### config.mk
export PLATFORM = sky130hd
export DESIGN_NAME = hamming_enc_arbiter
export DESIGN_NICKNAME = d
export VERILOG_FILES = /design/src/rtl/hamming_enc_arbiter.sv
export SDC_FILE = /design/constraint.sdc
export NUM_CORES = 1
export LEC_CHECK = 0
export CAP_MARGIN = 15
export CORE_MARGIN = 2
export CORE_UTILIZATION = 52
export DETAILED_ROUTE_END_ITERATION = 12
export GPL_TIMING_DRIVEN = 0
export PLACE_DENSITY = 0.9
export SETUP_SLACK_MARGIN = 0.5
export SKIP_LAST_GASP = 1
export SYNTH_ARGS = -nofsm -noshare
export SYNTH_HDL_FRONTEND = slang
export SYNTH_SLANG_ARGS = --single-unit
### constraint.sdc
create_clock -name clk -period 5.53 [get_ports clk]
set_input_delay 1.3825 -clock clk [delete_from_list [all_inputs] [get_ports clk]]
set_output_delay 1.3825 -clock clk [all_outputs]
set_load 0.01 [all_outputs]
### src/rtl/hamming_enc_arbiter.sv
`default_nettype none
// +----------------------------------------------------------------------------+
// | Module : hamming_enc_arbiter (with helper hamming_encoder)                 |
// | Two-source arbiter feeding a shared Hamming(15,11) encoder and a one-entry |
// | output stage. Optional macro HAMMING_SECDED_EN adds overall parity bit 15. |
// | Revision : 1.0                                                             |
// +----------------------------------------------------------------------------+

module hamming_encoder (
  input  logic [10:0] data_i,
  output logic [14:0] code_o
);

  logic [14:0] w_spread;

  // Data bits placed at their codeword positions; parity slots (bits 0,1,3,7) left zero.
  assign w_spread = {data_i[0], data_i[1], data_i[2], data_i[3], data_i[4], data_i[5],
                     data_i[6], 1'b0, data_i[7], data_i[8], data_i[9], 1'b0,
                     data_i[10], 1'b0, 1'b0};

  assign code_o = {w_spread[14:8], ^(w_spread & 15'h7F00),
                   w_spread[6:4],  ^(w_spread & 15'h7870),
                   w_spread[2],    ^(w_spread & 15'h6664),
                                   ^(w_spread & 15'h5554)};

endmodule

module hamming_enc_arbiter #(
  parameter int FIXED_PRIO = 0,
  parameter int COUNT_W    = 16
) (
  input  logic               clk,
  input  logic               rst,
  input  logic               req0_valid,
  input  logic [10:0]        req0_data,
  output logic               req0_ready,
  input  logic               req1_valid,
  input  logic [10:0]        req1_data,
  output logic               req1_ready,
  output logic               out_valid,
  input  logic               out_ready,
  output logic [15:0]        out_data,
  output logic               out_src,
  output logic [COUNT_W-1:0] cnt0,
  output logic [COUNT_W-1:0] cnt1
);

  localparam logic [0:0]         c_ST_EMPTY = 1'b0;
  localparam logic [0:0]         c_ST_FULL  = 1'b1;
  localparam logic [COUNT_W-1:0] c_CNT_MAX  = {COUNT_W{1'b1}};

  logic [0:0]         state_q, state_d;
  logic               last_grant_q;
  logic [15:0]        out_data_q;
  logic               out_src_q;
  logic [COUNT_W-1:0] cnt0_q, cnt1_q;

  logic        w_gnt_vld;
  logic        w_gnt;
  logic        w_slot_free;
  logic        w_accept;
  logic [10:0] w_sel_data;
  logic [14:0] w_code;
  logic        w_msb;

  // Ties go to the source that did not win last time, unless fixed priority is chosen.
  always_comb begin
    w_gnt_vld = req0_valid | req1_valid;
    w_gnt     = 1'b0;
    if (req0_valid && req1_valid) begin
      w_gnt = (FIXED_PRIO != 0) ? 1'b0 : ~last_grant_q;
    end else if (req1_valid) begin
      w_gnt = 1'b1;
    end
  end

  always_ff @(posedge clk or posedge rst) begin
    if (rst) begin
      state_q <= c_ST_EMPTY;
    end else begin
      state_q <= state_d;
    end
  end

  always_comb begin
    state_d = state_q;
    case (state_q)
      c_ST_EMPTY: state_d = w_accept ? c_ST_FULL : c_ST_EMPTY;
      c_ST_FULL:  state_d = (w_accept || !out_ready) ? c_ST_FULL : c_ST_EMPTY;
      default:    state_d = c_ST_EMPTY;
    endcase
  end

  always_comb begin
    out_valid   = (state_q == c_ST_FULL);
    w_slot_free = (state_q == c_ST_EMPTY) | out_ready;
    req0_ready  = w_slot_free & w_gnt_vld & ~w_gnt;
    req1_ready  = w_slot_free & w_gnt_vld & w_gnt;
  end

  assign w_accept   = (req0_valid & req0_ready) | (req1_valid & req1_ready);
  assign w_sel_data = w_gnt ? req1_data : req0_data;

  hamming_encoder u_enc (
    .data_i (w_sel_data),
    .code_o (w_code)
  );

`ifdef HAMMING_SECDED_EN
  assign w_msb = ^w_code;
`else
  assign w_msb = 1'b0;
`endif

  always_ff @(posedge clk or posedge rst) begin
    if (rst) begin
      out_data_q   <= '0;
      out_src_q    <= 1'b0;
      last_grant_q <= 1'b1;
      cnt0_q       <= '0;
      cnt1_q       <= '0;
    end else if (w_accept) begin
      out_data_q   <= {w_msb, w_code};
      out_src_q    <= w_gnt;
      last_grant_q <= w_gnt;
      if (!w_gnt && cnt0_q != c_CNT_MAX) begin
        cnt0_q <= cnt0_q + 1'b1;
      end
      if (w_gnt && cnt1_q != c_CNT_MAX) begin
        cnt1_q <= cnt1_q + 1'b1;
      end
    end
  end

  assign out_data = out_data_q;
  assign out_src  = out_src_q;
  assign cnt0     = cnt0_q;
  assign cnt1     = cnt1_q;

endmodule

`default_nettype wire

==> impl_metrics.ini <==
[power_and_ir_drop]
power_leakage_nw = 1.602
power.density_mw_per_mm2 = 304.7
max-vdd-ir-drop_mv = 0.2909

[setup_path]
reg2reg_setup_slack_ns = 3.43
rr_worst_depth = 5
cp-endpoint = req0_ready
cp.required_ns = 4.15
cp-startpoint = out_ready
cpMaxStageDelayCell = clkdlybuf4s50_1
arrival_ns = 3.34
reg2reg_to = cnt1[1]
cpPeakStageDelay_ns = 0.53
endpoint_kind = output port
crit_fanout = 10
criticalPathCategory = primary input to output port
cp-start-kind = primary input
path_cells = clkdlybuf4s50_1 -> nand2b_1 -> clkbuf_1 -> nand3_1 -> clkbuf_1 -> inv_1 -> clkdlybuf4s50_1
r2r-start = cnt1[0]

[final_layout]
fill_cells = 380
num_antenna_cells = 0
layout-drive-gt1-share_pct = 5.866
syn_to_final_growth_pct = 35.09
nets = 386
mostFrequentLayoutCells = 77 x clkdlybuf4s50_1, 49 x dfrtp_1, 35 x nand2_1
final_cells = 428
postLayoutCellArea_mm2 = 0.003786
layout_commonest_cell = clkdlybuf4s50_1

[detailed_routing]
drc_errors = 0
drt_iter0_markers = 108
antenna_left = 0
wire_per_inst_um = 16.09
drt_first_pass_iters = 4
topRoutingLayerUsed = met4
vias = 2393
via_per_inst = 5.591
routed_wl_mm = 6.885
dr_wl_met2_mm = 3.380
wl_met1_mm = 3.010
route.met3.wl_um = 386

[placement]
placed_area_mm2 = 0.003681
hpwl_mm = 5.178
gp_congestion = 0.9220
placed_cells = 420
pre_cts_ws_ns = 0.8380
io_buffers = 77

[floorplan]
chipHeight_um = 77.42
die_width_um = 77.42
io-pin-count = 79
dieArea_mm2 = 0.005993
row_count = 26
coreArea_mm2 = 0.005140
initial_core_util_pct = 54.53

[clock_network]
clk_pin_slew_ns = 0.09
htreeDepth = 2
ctsHoldBuffers = 0
ctsResizeCount = 0
post_cts_buffers = 0
insertion_delay_ns = 0.30
clock_sinks = 50
cts_buffer_depth = 2
cts_inserted_buffers = 5
root_buffer = clkbuf_8
cts_tree = built

[global_routing]
grt_overflow = 0
grtUsageTotal_pct = 24.15
antenna_found_initial = 0
grt_pass1_wl_mm = 11.61
grt_max_degree = 41
grt_pass1_vias = 2383

[synth]
synth_mux_area_share_pct = 2.009
synth_cell_type_count = 43
synth_area_mm2 = 0.002803
ys.warnings.count = 0
synth-compound-area-share_pct = 9.375
avgSynthCellArea_um2 = 10.30
yosysSeqAreaShare_pct = 44.69
synth_edf_count = 0
syn_inst = 272
async_reset_ff_share_pct = 100.0
synth-xor-area-share_pct = 20.40
ys_ff_latch = 50
synthFlopType = dfrtp_1
syn_nets = 301
synth_top_family_by_area = simple AND/OR/NAND/NOR gates
synthSimpleGateAreaFrac_pct = 20.63
synthAdderAreaFrac_pct = 0.8929

[timing]
maxSlewViolCount = 0
fmax_mhz = 211.8
tns_ns = 0
setup_ws_ns = 0.8083
setup_violations = 0
worstMarginPinSlew_ns = 0.5697
finClkSkew_ns = 0.005048
period_share_pct = 85.38
finalCriticalPeriod_ns = 4.722
slew-limit-headroom_pct = 61.67
finalHoldViolCount = 0
rsz0062_at_grt = false

[run]
max-cap-violations = 0

[worst_hold_path]
hold_path_class = flop to flop
hp-start = out_src

[status]
status = finished clean
## worst max-delay path, delay by kind of cell
family        cells  cell delay [ns]
buf+inv           5             1.69
simple gates      2             0.26
## cell families (layout without fill, tap and decap cells)
group,count (synthesis),count (layout)
and+or+nand+nor,112,112
xor gates and xnor gates,54,54
DFF,50,50
AOI/OAI and AO/OA,37,37
buffers and inverters,11,97
muxes,5,5
adders and majority gates,2,2
other,1,1
## metrics by stage
stage	utilization [%]	total power, mW	hold slack [ns]
5_1_grt	73.66	1.223	0.5185
2_1_floorplan	-	0.7077	0.5147
3_5_place_dp	71.62	0.9229	0.4694
3_3_place_gp	71.23	0.9065	0.4664
4_1_cts	73.66	1.164	0.4910
6_report	73.66	1.154	0.4854
## per-layer routing
| layer | GRT usage, % | up-vias |
|---|---|---|
| li1 | - | 1139 |
| met2 | 40.26 | 85 |
| met3 | 4.767 | 14 |
| met5 | 0 | - |
| met1 | 32.71 | 1155 |
| met4 | 5.893 | 0 |
## layout make-up
cell class              count  area [µm²]  area share, %
plain buffers               8       41.29          1.091
clock buffers               7       96.34          2.545
clock inverters             1       8.758         0.2313
inverters                   3       11.26         0.2974
multi-input cells         211        1498          39.56
flip-flops and latches     50        1252          33.08
well taps                  70       87.58          2.313
repair buffers             78       790.8          20.89
## cell usage after synthesis, types with 4 or more instances
cell | n | area, µm²
a221o_1 | 4 | 40.04
mux2_2 | 4 | 45.04
nand4_1 | 12 | 75.07
xor2_1 | 16 | 140.1
nor3_1 | 9 | 45.04
nand2_1 | 35 | 131.4
o21ai_0 | 5 | 25.02
nor2_1 | 20 | 75.07
nand3_1 | 9 | 45.04
and3_1 | 9 | 56.30
dfrtp_1 | 49 | 1226
nor4_1 | 5 | 31.28
clkbuf_1 | 6 | 22.52
xnor3_1 | 5 | 112.6
a31oi_1 | 14 | 87.58
xnor2_1 | 31 | 271.5
## report_power, final
group / internal (mW) / leakage [nW] / total, mW / switching (mW)
logic: 0.234 / 0.921 / 0.410 / 0.176
registers: 0.433 / 0.627 / 0.506 / 0.0728
clock network: 0.115 / 0.0544 / 0.237 / 0.123
## flip-flops by register name, indices dropped and copies added (netlist names)
name and count:
cnt0 16, cnt1 16, out_data 15, last_grant_q 1
out_src 1, out_valid 1
## worst min-delay path by stage
stage	endpoint	slack, ns	depth (start not counted)
after global routing	out_src	0.52	1
final	out_src	0.49	1
after floorplan	last_grant_q	0.51	2
after CTS	out_src	0.49	1
after global placement	out_src	0.47	1
after detailed placement	out_src	0.47	1
Note: power is estimated with default switching activity, not from simulation.
==> variant 1: new RTL, same flow settings <==
Build with the macro `HAMMING_SECDED_EN` defined.
--- a/src/rtl/hamming_enc_arbiter.sv
+++ b/src/rtl/hamming_enc_arbiter.sv
@@ -5,6 +5,8 @@
 // | output stage. Optional macro HAMMING_SECDED_EN adds overall parity bit 15. |
 // | Revision : 1.0                                                             |
 // +----------------------------------------------------------------------------+
+
+`define HAMMING_SECDED_EN
 
 module hamming_encoder (
   input  logic [10:0] data_i,
Function: changed (a bounded check fails within 4 cycles, from zero or initial values and one cycle with rst high).
==> variant 1 against the unedited design <==
  * Total power rose by 4.6%
  * Final area fell by 0.79%
  * Wire length fell by 8.7%
  * Setup slack improved by 0.26 ns
  * Critical endpoint unchanged
  * Via count fell by 8.3%
  * Clock skew rose by 0.0053 ns
  * Synthesized area fell by 0.98%
  * Sequential cell count rose by 1
==> variant 1: results (changes against the unedited design) <==
## Place
- standard cell area after detailed placement: 3660 sq um, -0.48%
- HPWL Detailed: 4860 um, -6.0%
- count of buffers from port buffering: 78, +1.3%

## Global routing
- first-pass GRT wire length: 10100 um, -13%
- vias in the first global route: 2085, -13%
- GR Util All Layers: 21.8%, -2.4 points

## Critical path
- reg-to-reg setup timing slack: 3.39 ns, -0.04 ns
- data arrival at the endpoint of the critical path: 3.08 ns, -0.26 ns
- Crit Path Max Fanout: 8, -2

## Synth
- library cells used by synthesis: 39, -9.3%
- multiplexer area fraction after synthesis: 7.44%, +5.4 points
- Net Count, Synth: 294, -2.3%
- share of the synthesized netlist area taken by xor and xnor gates: 22.9%, +2.5 points
- ranking of synthesized cells by instance count: sky130_fd_sc_hd__dfrtp_1, sky130_fd_sc_hd__xnor2_1, sky130_fd_sc_hd__nand2_1
- adder and majority gate portion of the synthesized area: 0.902%, +0.0089 points
- Area contributors post-synth: sky130_fd_sc_hd__dfrtp_1, sky130_fd_sc_hd__xnor2_1, sky130_fd_sc_hd__mux2i_1
- compound-cell area share of the yosys netlist: 6.27%, -3.1 points

## Drt
- wl on met1: 2730 um, -9.4%
- DRT Wirelength: 6290 um, -8.7%
- Initial DRC Count: 91, -16%
- routed length on met2: 3170 um, -6.3%

## Timing
- clock skew: 0.0103 ns, +0.00529 ns
- Slew @ Worst Pin: 0.512 ns, -0.0579 ns

## Layout
- layout net count: 380, -1.6%
- filler cell count in the final layout: 408, +7.4%

## Power and ir drop
- total net switching power: 0.405 mW, +9.2%
- peak ir drop on the vdd network: 0.263 mV, -9.5%
- part of the power in combinational logic: 37.6%, +2.0 points
- Pleak: 1.58 nW, -1.1%

## Outcome
- result of the run: complete, no violations

## variant 1: changes by cell type after synthesis, sizes merged, moves of 6 or more
cell   delta
mux2i    +15
o21ai    +13
a31oi    -12
xnor2    +12
nand4     -8
and3      -6
nor4      -6
## variant 1: metrics by stage
stage          utilization (%)  power [mW]  worst slack (ns)  cells
3_5_place_dp              71.3       0.991              1.08    414
2_1_floorplan                -       0.759              2.21    265
5_1_grt                   73.1        1.27             0.957    422
4_1_cts                   73.1        1.21              1.07    422
6_report                  73.1        1.21              1.07    422
3_3_place_gp              70.9       0.971              1.11    413
## variant 1: worst paths after layout
kind / startpoint / end / cells past startpoint
max in group asynchronous: rst / last_grant_q / 3
min in group asynchronous: rst / cnt0[5] / 2
setup / recovery: out_ready / req0_ready / 5
setup reg to reg: last_grant_q / cnt0[15] / 5
hold / removal: last_grant_q / last_grant_q / 2
hold reg to reg: last_grant_q / last_grant_q / 2
## variant 1: logic make-up after synthesis
family | Yosys count
AND/OR/NAND/NOR | 85
XOR/XNOR | 65
flip-flops | 51
AO/OA/AOI/OAI | 29
multiplexers | 20
buffers and inverters | 13
adder cells (fa/ha/maj) | 2
## variant 1: layout make-up
type | instances | area (sq um) | share of cell area (%)
timing repair buffer | 79 | 801 | 21.3
sequential | 51 | 1280 | 34.0
tap | 70 | 87.6 | 2.33
buffer | 5 | 23.8 | 0.633
clock buffer | 5 | 68.8 | 1.83
clock inverter | 3 | 23.8 | 0.633
inverter | 8 | 30.0 | 0.799
multi-input combinational | 201 | 1440 | 38.4
## variant 1: layer usage
metal	global-route usage, %	up-vias
li1	-	1071
met1	28.6	1067
met2	36.4	50
met3	4.00	7
met4	7.68	0
met5	0	-
==> variant 2: new RTL, config.mk and constraints unchanged <==
Made on the original files. Reset style: synchronous (`rst`), changed in 2 clocked blocks.
--- a/src/rtl/hamming_enc_arbiter.sv
+++ b/src/rtl/hamming_enc_arbiter.sv
@@ -74,7 +74,7 @@
     end
   end
 
-  always_ff @(posedge clk or posedge rst) begin
+  always_ff @(posedge clk) begin
     if (rst) begin
       state_q <= c_ST_EMPTY;
     end else begin
@@ -112,7 +112,7 @@
   assign w_msb = 1'b0;
 `endif
 
-  always_ff @(posedge clk or posedge rst) begin
+  always_ff @(posedge clk) begin
     if (rst) begin
       out_data_q   <= '0;
       out_src_q    <= 1'b0;
Check against the original RTL: differs if rst is asserted again (counterexample within 4 cycles, from zero or initial values and one cycle with rst high); with rst held inactive, the same outputs for 10 cycles.
==> variant 2 against the unedited design <==
  * Clock skew barely moved
  * Wire length decreased by 2.2%
  * Worst hold slack improved by 0.0099 ns
  * Core utilization up 0.68 points
  * Sequential cell count unchanged
  * First-iteration DRC count increased by 11%
  * Maximum frequency fell by 0.52%
  * Setup slack got worse by 0.025 ns
  * Final area shrank 5.4%
  * Synthesized area down 5.6%
  * Cell count grew 7.2%
  * Die area decreased by 5.3%
  * Critical path type unchanged
Power is not compared: it rests on default switching activity, and its combinational part moved more than twofold at a synthesized area within 25%.
==> variant 2: results (changes against the unedited design) <==
## Outcome
- result of the run: complete, no violations

## Critical path
- Slowest cell on crit path: sky130_fd_sc_hd__clkdlybuf4s50_1
- Worst Reg2Reg Path Length in Cells: 5, unchanged
- delay of the slowest cell on the worst path: 0.49 ns, -0.04 ns
- Crit Path Max Fanout: 10, unchanged

## Layout
- layout net count: 420, +8.8%
- share of final-layout standard cells stronger than drive strength 1: 4.85%, -1.0 points

## Place
- standard cell area after detailed placement: 3490 sq um, -5.2%
- count of buffers from port buffering: 76, -1.3%
- final weighted congestion of routability-driven global placement: 0.873, -5.3%
- HPWL Detailed: 5010 um, -3.3%

## Synth
- compound-cell area share of the yosys netlist: 10.0%, +0.65 points
- library cells used by synthesis: 38, -12%
- ranking of synthesized cells by instance count: sky130_fd_sc_hd__dfxtp_1, sky130_fd_sc_hd__nor2_1, sky130_fd_sc_hd__xnor2_1
- Area contributors post-synth: sky130_fd_sc_hd__dfxtp_1, sky130_fd_sc_hd__xnor2_1, sky130_fd_sc_hd__nor2_1
- most common flop cell mapped by yosys: sky130_fd_sc_hd__dfxtp_1
- async set or reset register ratio after synthesis: 0%, -100 points
- share of the synthesized netlist area taken by xor and xnor gates: 18.9%, -1.5 points
- Seq/Total Area, Yosys: 37.8%, -6.8 points
- Net Count, Synth: 337, +12%
- synth warn: 0, unchanged
- multiplexer area fraction after synthesis: 5.39%, +3.4 points
- adder and majority gate portion of the synthesized area: 0.946%, +0.053 points

## Clocking
- maximum buffer depth of the clock tree: 2, unchanged
- CTS HTree Levels: 2, unchanged
- setup bufs post-CTS: 0, unchanged

## Drt
- drt first pass iters: 4, unchanged
- vias: 2519, +5.3%
- average wire length per cell after detail routing: 14.7 um, -8.8%
- Initial DRC Count: 120, +11%

## Global routing
- GR Util All Layers: 24.8%, +0.64 points
- first-pass GRT wire length: 10700 um, -7.9%
- vias in the first global route: 2318, -2.7%
- largest net degree at the start of global routing: 15, -63%

## Timing
- Slew @ Worst Pin: 1.03 ns, +0.460 ns
- clock skew: 0.00507 ns, +0.0000243 ns
- setup tns final: 0 ns, unchanged

## Hold path
- worst hold path cell count: 2, +1

==> variant 2: cell types whose count changed in the layout (fill, tap and decap cells not counted), moves of 11 or more <==
cell / delta
sky130_fd_sc_hd__a211oi_1: +11
sky130_fd_sc_hd__a21oi_1: +12
sky130_fd_sc_hd__a31oi_1: -14
sky130_fd_sc_hd__dfrtp_1: -49
sky130_fd_sc_hd__dfxtp_1: +50
sky130_fd_sc_hd__mux2i_1: +12
sky130_fd_sc_hd__nand2_1: -22
sky130_fd_sc_hd__nor2_1: +25
sky130_fd_sc_hd__xnor2_1: +14
==> variant 2: kinds of logic after synthesis <==
kind of cell               after synthesis
DFF                                     50
buffers and inverters                   20
and+or+nand+nor                        123
xor gates and xnor gates                57
AOI/OAI and AO/OA                       41
muxes                                   14
adders and majority gates                2
other                                    1
==> variant 2: cell type report <==
cell class / instances / area [sq um]
clock buffer: 7 / 86.3
timing repair buffer: 76 / 761
clock inverter: 1 / 5.00
tap: 67 / 83.8
multi-input combinational: 238 / 1560
sequential: 50 / 1000
fill: 381 / 1240
inverter: 6 / 22.5
buffer: 14 / 58.8
==> variant 2: metal layers <==
metal,vias to the layer above,track usage [%],share of wire (%)
met4,0,10.5,1.6
met2,76,44.3,53
met3,10,4.76,6.0
met5,-,0,0
li1,1237,-,-
met1,1196,28.9,40
==> variant 2: final timing paths <==
path                     from          end  slack [ns]
setup / recovery    out_ready   req0_ready        0.78
hold / removal    out_data[0]  out_data[0]        0.50
setup reg to reg      cnt1[6]      cnt1[0]        3.38
hold reg to reg   out_data[0]  out_data[0]        0.50
==> variant 2: worst max-delay path: cells and delay by family <==
kind / cells / cell delay (ns)
buffers and inverters: 5 / 1.60
and+or+nand+nor: 2 / 0.39
==> variant 2: per-stage QoR <==
stage	power (mW)	instances	setup WS [ns]	hold slack, ns	util [%]
final	0.788	459	0.783	0.495	74.3
after global routing	0.819	459	0.617	0.514	74.3
after CTS	0.788	459	0.779	0.496	74.3
after detailed placement	0.577	451	0.812	0.483	72.4
after global placement	0.573	451	0.808	0.482	72.4
after floorplan	0.498	308	1.93	0.473	-
==> variant 2: power breakdown <==
part | total, mW | switching (mW) | leakage, nW | internal, mW
Sequential | 0.389 | 0.0118 | 0.408 | 0.377
Clock | 0.219 | 0.118 | 0.0482 | 0.101
Combinational | 0.180 | 0.0849 | 0.765 | 0.0955
